`src/rtl/piano_tone_seq.sv`:
```
// Key-triggered square-wave tone generator for a passive buzzer.
// Rising key edge picks a note (lowest index wins); note plays for NOTE_CYCLES, optionally sustained.
module piano_tone_seq #(
  parameter int NUM_KEYS    = 8,
  parameter int CNT_W       = 24,
  parameter logic [NUM_KEYS*CNT_W-1:0] HALF_TABLE = {
    24'd47809, 24'd50618, 24'd56817, 24'd63774,
    24'd71632, 24'd75756, 24'd85033, 24'd95419},
  parameter int DUR_W       = 32,
  parameter int NOTE_CYCLES = 25_000_000,
  parameter int IDX_W       = (NUM_KEYS > 1) ? $clog2(NUM_KEYS) : 1
) (
  input  logic                clk,
  input  logic                rst,
  input  logic [NUM_KEYS-1:0] keys,
  input  logic                sustain_en,
  output logic                beep_out,
  output logic                note_valid,
  output logic [IDX_W-1:0]    note_idx
);

  typedef enum logic {IDLE, PLAY} state_t;

  localparam logic [DUR_W-1:0] DUR_LAST = DUR_W'(NOTE_CYCLES - 1);

  state_t                state;
  logic [NUM_KEYS-1:0]   keys_d;
  logic [NUM_KEYS-1:0]   rise;
  logic [IDX_W-1:0]      sel;
  logic                  new_press;
  logic [CNT_W-1:0]      tone_cnt;
  logic [DUR_W-1:0]      dur_cnt;
  logic [CNT_W-1:0]      half_tab [NUM_KEYS];
  logic [CNT_W-1:0]      half;
  logic                  hold;

  for (genvar i = 0; i < NUM_KEYS; i++) begin : g_tab
    assign half_tab[i] = HALF_TABLE[i*CNT_W +: CNT_W];
  end

  assign rise      = keys & ~keys_d;
  assign new_press = |rise;
  assign half      = half_tab[note_idx];
  assign hold      = sustain_en && keys[note_idx];

  // Scan high-to-low so the lowest rising index is the one left in sel.
  always_comb begin
    sel = '0;
    for (int i = NUM_KEYS - 1; i >= 0; i--)
      if (rise[i]) sel = IDX_W'(i);
  end

  always_ff @(posedge clk or posedge rst) begin
    if (rst) begin
      state      <= IDLE;
      keys_d     <= '1;
      beep_out   <= 1'b0;
      note_valid <= 1'b0;
      note_idx   <= '0;
      tone_cnt   <= '0;
      dur_cnt    <= '0;
    end else begin
      keys_d <= keys;
      if (new_press) begin
        state      <= PLAY;
        note_valid <= 1'b1;
        note_idx   <= sel;
        tone_cnt   <= '0;
        dur_cnt    <= '0;
        beep_out   <= 1'b0;
      end else begin
        case (state)
          IDLE: begin
            beep_out <= 1'b0;
          end
          PLAY: begin
            if (!hold && dur_cnt == DUR_LAST) begin
              state      <= IDLE;
              note_valid <= 1'b0;
              note_idx   <= '0;
              beep_out   <= 1'b0;
              tone_cnt   <= '0;
              dur_cnt    <= '0;
            end else begin
              if (tone_cnt == half) begin
                tone_cnt <= '0;
                beep_out <= ~beep_out;
              end else begin
                tone_cnt <= tone_cnt + 1'b1;
              end
              dur_cnt <= hold ? '0 : dur_cnt + 1'b1;
            end
          end
          default: state <= IDLE;
        endcase
      end
    end
  end

endmodule
```
`config.mk`:
```
export PLATFORM = sky130hd
export DESIGN_NAME = piano_tone_seq
export DESIGN_NICKNAME = d
export VERILOG_FILES = /design/src/rtl/piano_tone_seq.sv
export SDC_FILE = /design/constraint.sdc
export NUM_CORES = 1
export LEC_CHECK = 0
export CELL_PAD_IN_SITES_DETAIL_PLACEMENT = 1
export CELL_PAD_IN_SITES_GLOBAL_PLACEMENT = 2
export CORE_ASPECT_RATIO = 1.25
export CORE_MARGIN = 2
export CORE_UTILIZATION = 39
export CTS_BUF_LIST = sky130_fd_sc_hd__clkbuf_16
export DETAILED_ROUTE_END_ITERATION = 16
export GPL_TIMING_DRIVEN = 0
export HOLD_SLACK_MARGIN = 0.02
export PLACE_DENSITY = 0.78
export SLEW_MARGIN = 20
export SYNTH_ARGS = -nofsm -noshare
export SYNTH_HDL_FRONTEND = slang
export SYNTH_SLANG_ARGS = --single-unit
```
`constraint.sdc`:
```
create_clock -name clk -period 3.4 [get_ports clk]
set_input_delay 0.51 -clock clk [delete_from_list [all_inputs] [get_ports clk]]
set_output_delay 0.51 -clock clk [all_outputs]
set_load 0.005 [all_outputs]
```
=== Yosys cells after proc, flatten, opt, wreduce, memory -nomap -nowiden ===
Memory sizes are Yosys's and may differ from the RTL's.
Cells that the tools add are included.

* Output and inout bits: 5
* Bits of input ports: 11
* Register bits: 70
* ROM bits: 192
* Memories: 1

{| class="wikitable"
|+ Memory list
! name !! depth !! width !! read ports !! clocked after Yosys merged registers in !! wr ports !! RTL line !! text
|-
| (name not given) || 8 || 24 || 1 || 0 || 0 || 43 || <nowiki>assign half = half_tab[note_idx];</nowiki>
|}

* Mux-type cells: 33
* Bitwise gates (word level): 5
* Add/subtract/negate cells: 2
* Eq/ne operators: 3
* $lt $le $gt $ge: 2
* Reduce and logical (&&, ||, !) cells: 7

{| class="wikitable"
|+ Operators by type and width
! cell !! number
|-
| 2-to-1 mux 24 bit || 6
|-
| 2-to-1 mux 32 bit || 4
|-
| 2-to-1 mux 3 bit || 11
|-
| adder 32 x 1 -> 32 bit (second input constant) || 1
|-
| equality test 32 x 25 -> 1 bit (second input constant) || 1
|-
| adder 24 x 1 -> 24 bit (second input constant) || 1
|-
| equality test 24 bit || 1
|-
| 2-to-1 mux 1 bit || 10
|-
| bitwise AND 8 bit || 1
|-
| inverter 8 bit || 1
|-
| OR reduction 8 bit || 1
|-
| >= comparator 4 bit (second input constant) || 1
|-
| less-than comparator 3 x 4 -> 1 bit (second input constant) || 1
|-
| != test 4 x 1 -> 1 bit (second input constant) || 1
|-
| inverter 3 -> 4 bit || 1
|-
| nonzero test 2 bit || 2
|-
| binary-select mux 1 bit (select 3 bit) || 1
|-
| logical AND 1 bit || 2
|-
| inverter 1 bit || 2
|-
| case mux 1 bit (2 select lines) || 1
|-
| AND reduction 2 bit || 1
|-
| logical NOT 1 bit || 1
|}

=== Longest topological paths before layout ===
* Word-level depth: 11
* Gate-level depth with buffers: 11

=== Worst setup path before layout ===
No wires, ideal clock.

* Path kind: register -> register
* From: register note_idx[1]
* To: register tone_cnt[13]
* Setup time: 135 ps
* Stages on the path, launching flop included: 12
* Setup slack: 704 ps
* Data required time: 3265 ps
* Arrival: 2560 ps
* Period minus slack after synthesis: 2696 ps
* Cell sequence: dfrtp_1 > clkbuf_1 > inv_1 > ha_1 > xnor2_1 > nor3_1 > o22ai_1 > or4_4 > a2bb2oi_2 > buf_6 > a22oi_2 > a21oi_1

* Cells in the longest elaborated chain, start to end: 9

{| class="wikitable"
|+ Ends and longest elaborated chain
! element !! RTL line !! text
|-
| start, declared || 19 || <nowiki>output logic [IDX_W-1:0] note_idx</nowiki>
|-
| start signal, assigned || 67 || <nowiki>note_idx <= sel;</nowiki>
|-
| inverter 3 -> 4 bit (implied by the code) || 43 ||
|-
| memory read (8 x 24 bit) || - ||
|-
| 2-to-1 mux 24 bit (implied by the code) (2 in series) || 43 ||
|-
| equality test 24 bit || 85 || <nowiki>if (tone_cnt == half) begin</nowiki>
|-
| 2-to-1 mux 24 bit || 85 ||
|-
| 2-to-1 mux 24 bit (*) || 77 || <nowiki>if (!hold && dur_cnt == DUR_LAST) begin</nowiki>
|-
| 2-to-1 mux 24 bit (*) || 72 || <nowiki>case (state)</nowiki>
|-
| 2-to-1 mux 24 bit (*) || 64 || <nowiki>if (new_press) begin</nowiki>
|-
| end signal, assigned || 89 || <nowiki>tone_cnt <= tone_cnt + 1'b1;</nowiki>
|-
| end, declared || 31 || <nowiki>logic [CNT_W-1:0] tone_cnt;</nowiki>
|}

Every way passes the cells marked *; elsewhere a longest branch is shown, timed or not. The select of a mux whose other input is x is not followed.
A chain may end at the register's enable or synchronous reset.

=== Final worst setup path ===
* From: register note_idx[0]
* To: register tone_cnt[12]

The elaborated chain is that of the path after synthesis.

==> summary.txt <==
Outcome
  • Outcome: finished, final reports clean

Timing
  • Final hold vios: 0
  • Pins Over Slew Limit: 0
  • RSZ-0062 raised after global routing: false
  • TNS Setup: 0 ns
  • Setup violations, final: 0
  • Slew @ Worst Pin: 1.06 ns
  • Crit path time final: 3.12 ns
  • Period utilization: 91.8%
  • Final Skew: 0.00713 ns
  • Max_slew headroom: 29.0%
  • FMAX: 320 MHz

CTS
  • Clock-pin transition on the worst setup and hold timing paths: 0.06 ns
  • CTS sink count: 70
  • Worst skew pair latency: 0.33 ns
  • Postcts setup bufs: 0
  • TritonCTS clock tree: yes
  • CTS H-tree lvls: 3
  • CTS Buf Count: 9
  • Clk buf depth: 2
  • # hold bufs at CTS: 0
  • Clk root buf: clkbuf_16

Yosys
  • YS warnings: 0
  • Register area share after synthesis: 42.8%
  • Post-synth top area cell: dfrtp_1
  • Synth top area share: 37.7%
  • Syn Area/Cell: 9.02 um2
  • FF+latch count, synth: 70
  • Synth top area cells: dfrtp_1 (38%), xor2_1 (5.7%), dfstp_2 (5.1%)
  • Cell Area, Synth: 0.00412 mm2
  • Cells after Synth: 456
  • Asr flop ratio synth: 100%
  • Predominant post-synthesis flop cell: dfrtp_1
  • Distinct cells, synth: 56
  • Syn Nets: 477
  • Number of enable flip-flop cells after synthesis: 0

Setup path
  • Reg2reg start: note_idx[0]
  • CP endpoint kind: flop
  • CP max stage cell: or4_4
  • Reg-to-reg slack, setup: 0.28 ns
  • Reg2reg path depth: 10
  • CP Cell Sequence: buf_2, inv_1, ha_1, xnor2_1, nor3_1, o22ai_1, or4_4, a2bb2oi_2, nand2_1, o21ai_0
  • RR Endpoint: tone_cnt[12]
  • Maximum fanout along the worst path: 8
  • Critical Path AT: 3.31 ns
  • Crit path largest cell delay: 0.56 ns
  • Critical path class: flop to flop
  • Crit start category: flop
  • Crit path required time: 3.59 ns

Detailed routing
  • Routed WL: 11300 um
  • DRT Pass-1 Iters: 4
  • Initial DRC count: 100
  • ANT nets after route: 0
  • Routed WL per cell: 18.4 um
  • Post-DR vias/cell: 5.67
  • DR vias: 3497
  • Drt drc: 0

Cells and area
  • # nets final: 504
  • Fill cells: 1196
  • Share of cells above drive strength 1: 8.20%
  • Most frequent cells in the layout: dfrtp_1 (62), nand2_1 (49), nor2_1 (49)
  • N_diodes: 0
  • Most common cell after layout, fill and taps aside: dfrtp_1
  • Fin area: 0.00477 mm2
  • Post-Layout Cell Count: 617
  • Layout area overhead: 15.8%

Min path
  • Worst min-delay path class: input pin to async pin

Global routing
  • Largest net degree at the start of global routing: 51
  • GRT overflow: 0
  • Initial antenna violation count: 0
  • Total Routing Usage GR: 21.6%
  • Vias in the first global route: 3737
  • First-pass GRT wire length: 18900 um

Placed design
  • Cell area after placement: 0.00446 mm2
  • Cells after DPL: 601
  • HPWL after DPL: 8340 um
  • RD Place Congestion: 0.801
  • Port bufs: 15

Floorplan
  • Rows: 41
  • Die footprint: 0.0114 mm2
  • Die W: 95.9 um
  • Chip height: 119 um
  • Starting Density: 40.3%
  • # IOs: 16
  • Core area: 0.0102 mm2

Power
  • PwrDens: 428 mW/mm2
  • LEAKAGE: 0.00195 uW
  • VDD IR-drop max: 0.000242 V

Run
  • Number of max-cap violations: 0
[power by group]
part | internal, uW | total (uW) | switching (uW)
logic | 80.2 | 195 | 115
clock network | 633 | 987 | 354
registers | 848 | 857 | 9.81
total | 1560 | 2040 | 478
[state kept, by name, summed over array words and instances (netlist names)]
name and cells:
beep_out 1, note_idx 3, tone_cnt 24, dur_cnt 32, state 1, note_valid 1
keys_d 8
[final cells by class]
cell class                      count  area [um2]  share of cell area (%)
Clock inverter                      7        82.6                    1.73
Timing Repair Buffer               16         178                    3.73
Tap cell                          129         161                    3.39
Multi-Input combinational cell    354        2220                    46.6
Inverter                           10        40.0                   0.840
Buffer                             22        96.3                    2.02
Clock buffer                        9         225                    4.73
Sequential cell                    70        1760                    37.0
[synthesized netlist by cell type (6+ instances only)]
| cell type | instances |
|---|---|
| dfstp_2 | 8 |
| nand3_1 | 25 |
| dfrtp_1 | 62 |
| xor2_1 | 27 |
| nand2_1 | 49 |
| nor4_1 | 9 |
| a31oi_1 | 6 |
| nor3_1 | 16 |
| and3_1 | 17 |
| inv_1 | 9 |
| and4_1 | 8 |
| o21ai_0 | 20 |
| nand2b_1 | 10 |
| ha_1 | 10 |
| mux2i_1 | 8 |
| a21oi_1 | 13 |
| clkbuf_1 | 17 |
| xnor2_1 | 12 |
| nand4_1 | 17 |
| nor2_1 | 49 |
[routing by layer]
metal / vias to the layer above / track usage (%) / wire length, um
met5: - / 0 / 0
met4: 0 / 6.88 / 278
met3: 19 / 4.36 / 205
met2: 24 / 39.2 / 6120
met1: 1775 / 24.8 / 4750
li1: 1679 / - / -
[timing repair]
action / 4_1_cts / 5_1_grt
endpoints found under the setup margin: 0 / 13
hold endpoints to repair: 0 / 0
resized for setup: 0 / 2
[worst max-delay path, delay by kind of cell (launching register included)]
family | cells | cell delay, ns
and+or+nand+nor | 3 | 1.07
AOI/OAI and AO/OA | 3 | 0.49
DFF | 1 | 0.44
buffers and inverters | 2 | 0.41
adders and majority gates | 1 | 0.40
xor gates and xnor gates | 1 | 0.15
[stage by stage]
stage	power [uW]	worst slack [ns]	utilization, %	hold slack, ns
2_1_floorplan	996	0.704	-	0.484
3_3_place_gp	1060	-0.266	43.4	0.492
3_5_place_dp	1070	0.0952	43.7	0.511
4_1_cts	2060	0.0748	46.7	0.486
5_1_grt	2130	0.118	46.7	0.513
6_report	2040	0.279	46.7	0.488
[cell families after synthesis]
kind of cell             count (synthesis)  share of synthesized area, %
adder cells (fa/ha/maj)                 10                          3.04
buffers and inverters                   32                          3.22
multiplexers                            12                          3.59
flip-flops                              70                          42.8
AO/OA/AOI/OAI                           66                          10.3
XOR/XNOR                                39                          8.30
AND/OR/NAND/NOR                        227                          28.7
[worst max path at each step]
stage                 from      endpoint  slack (ns)  depth (start not counted)
4_1_cts        note_idx[1]  tone_cnt[12]        0.07                         10
3_5_place_dp   note_idx[1]  tone_cnt[12]         0.1                         10
6_report       note_idx[0]  tone_cnt[12]        0.28                         10
5_1_grt        note_idx[0]  tone_cnt[12]        0.12                         10
2_1_floorplan  note_idx[1]  tone_cnt[13]        0.70                         11
3_3_place_gp           rst  tone_cnt[15]       -0.27                          2
No activity file was read; power rests on OpenSTA's default activity.
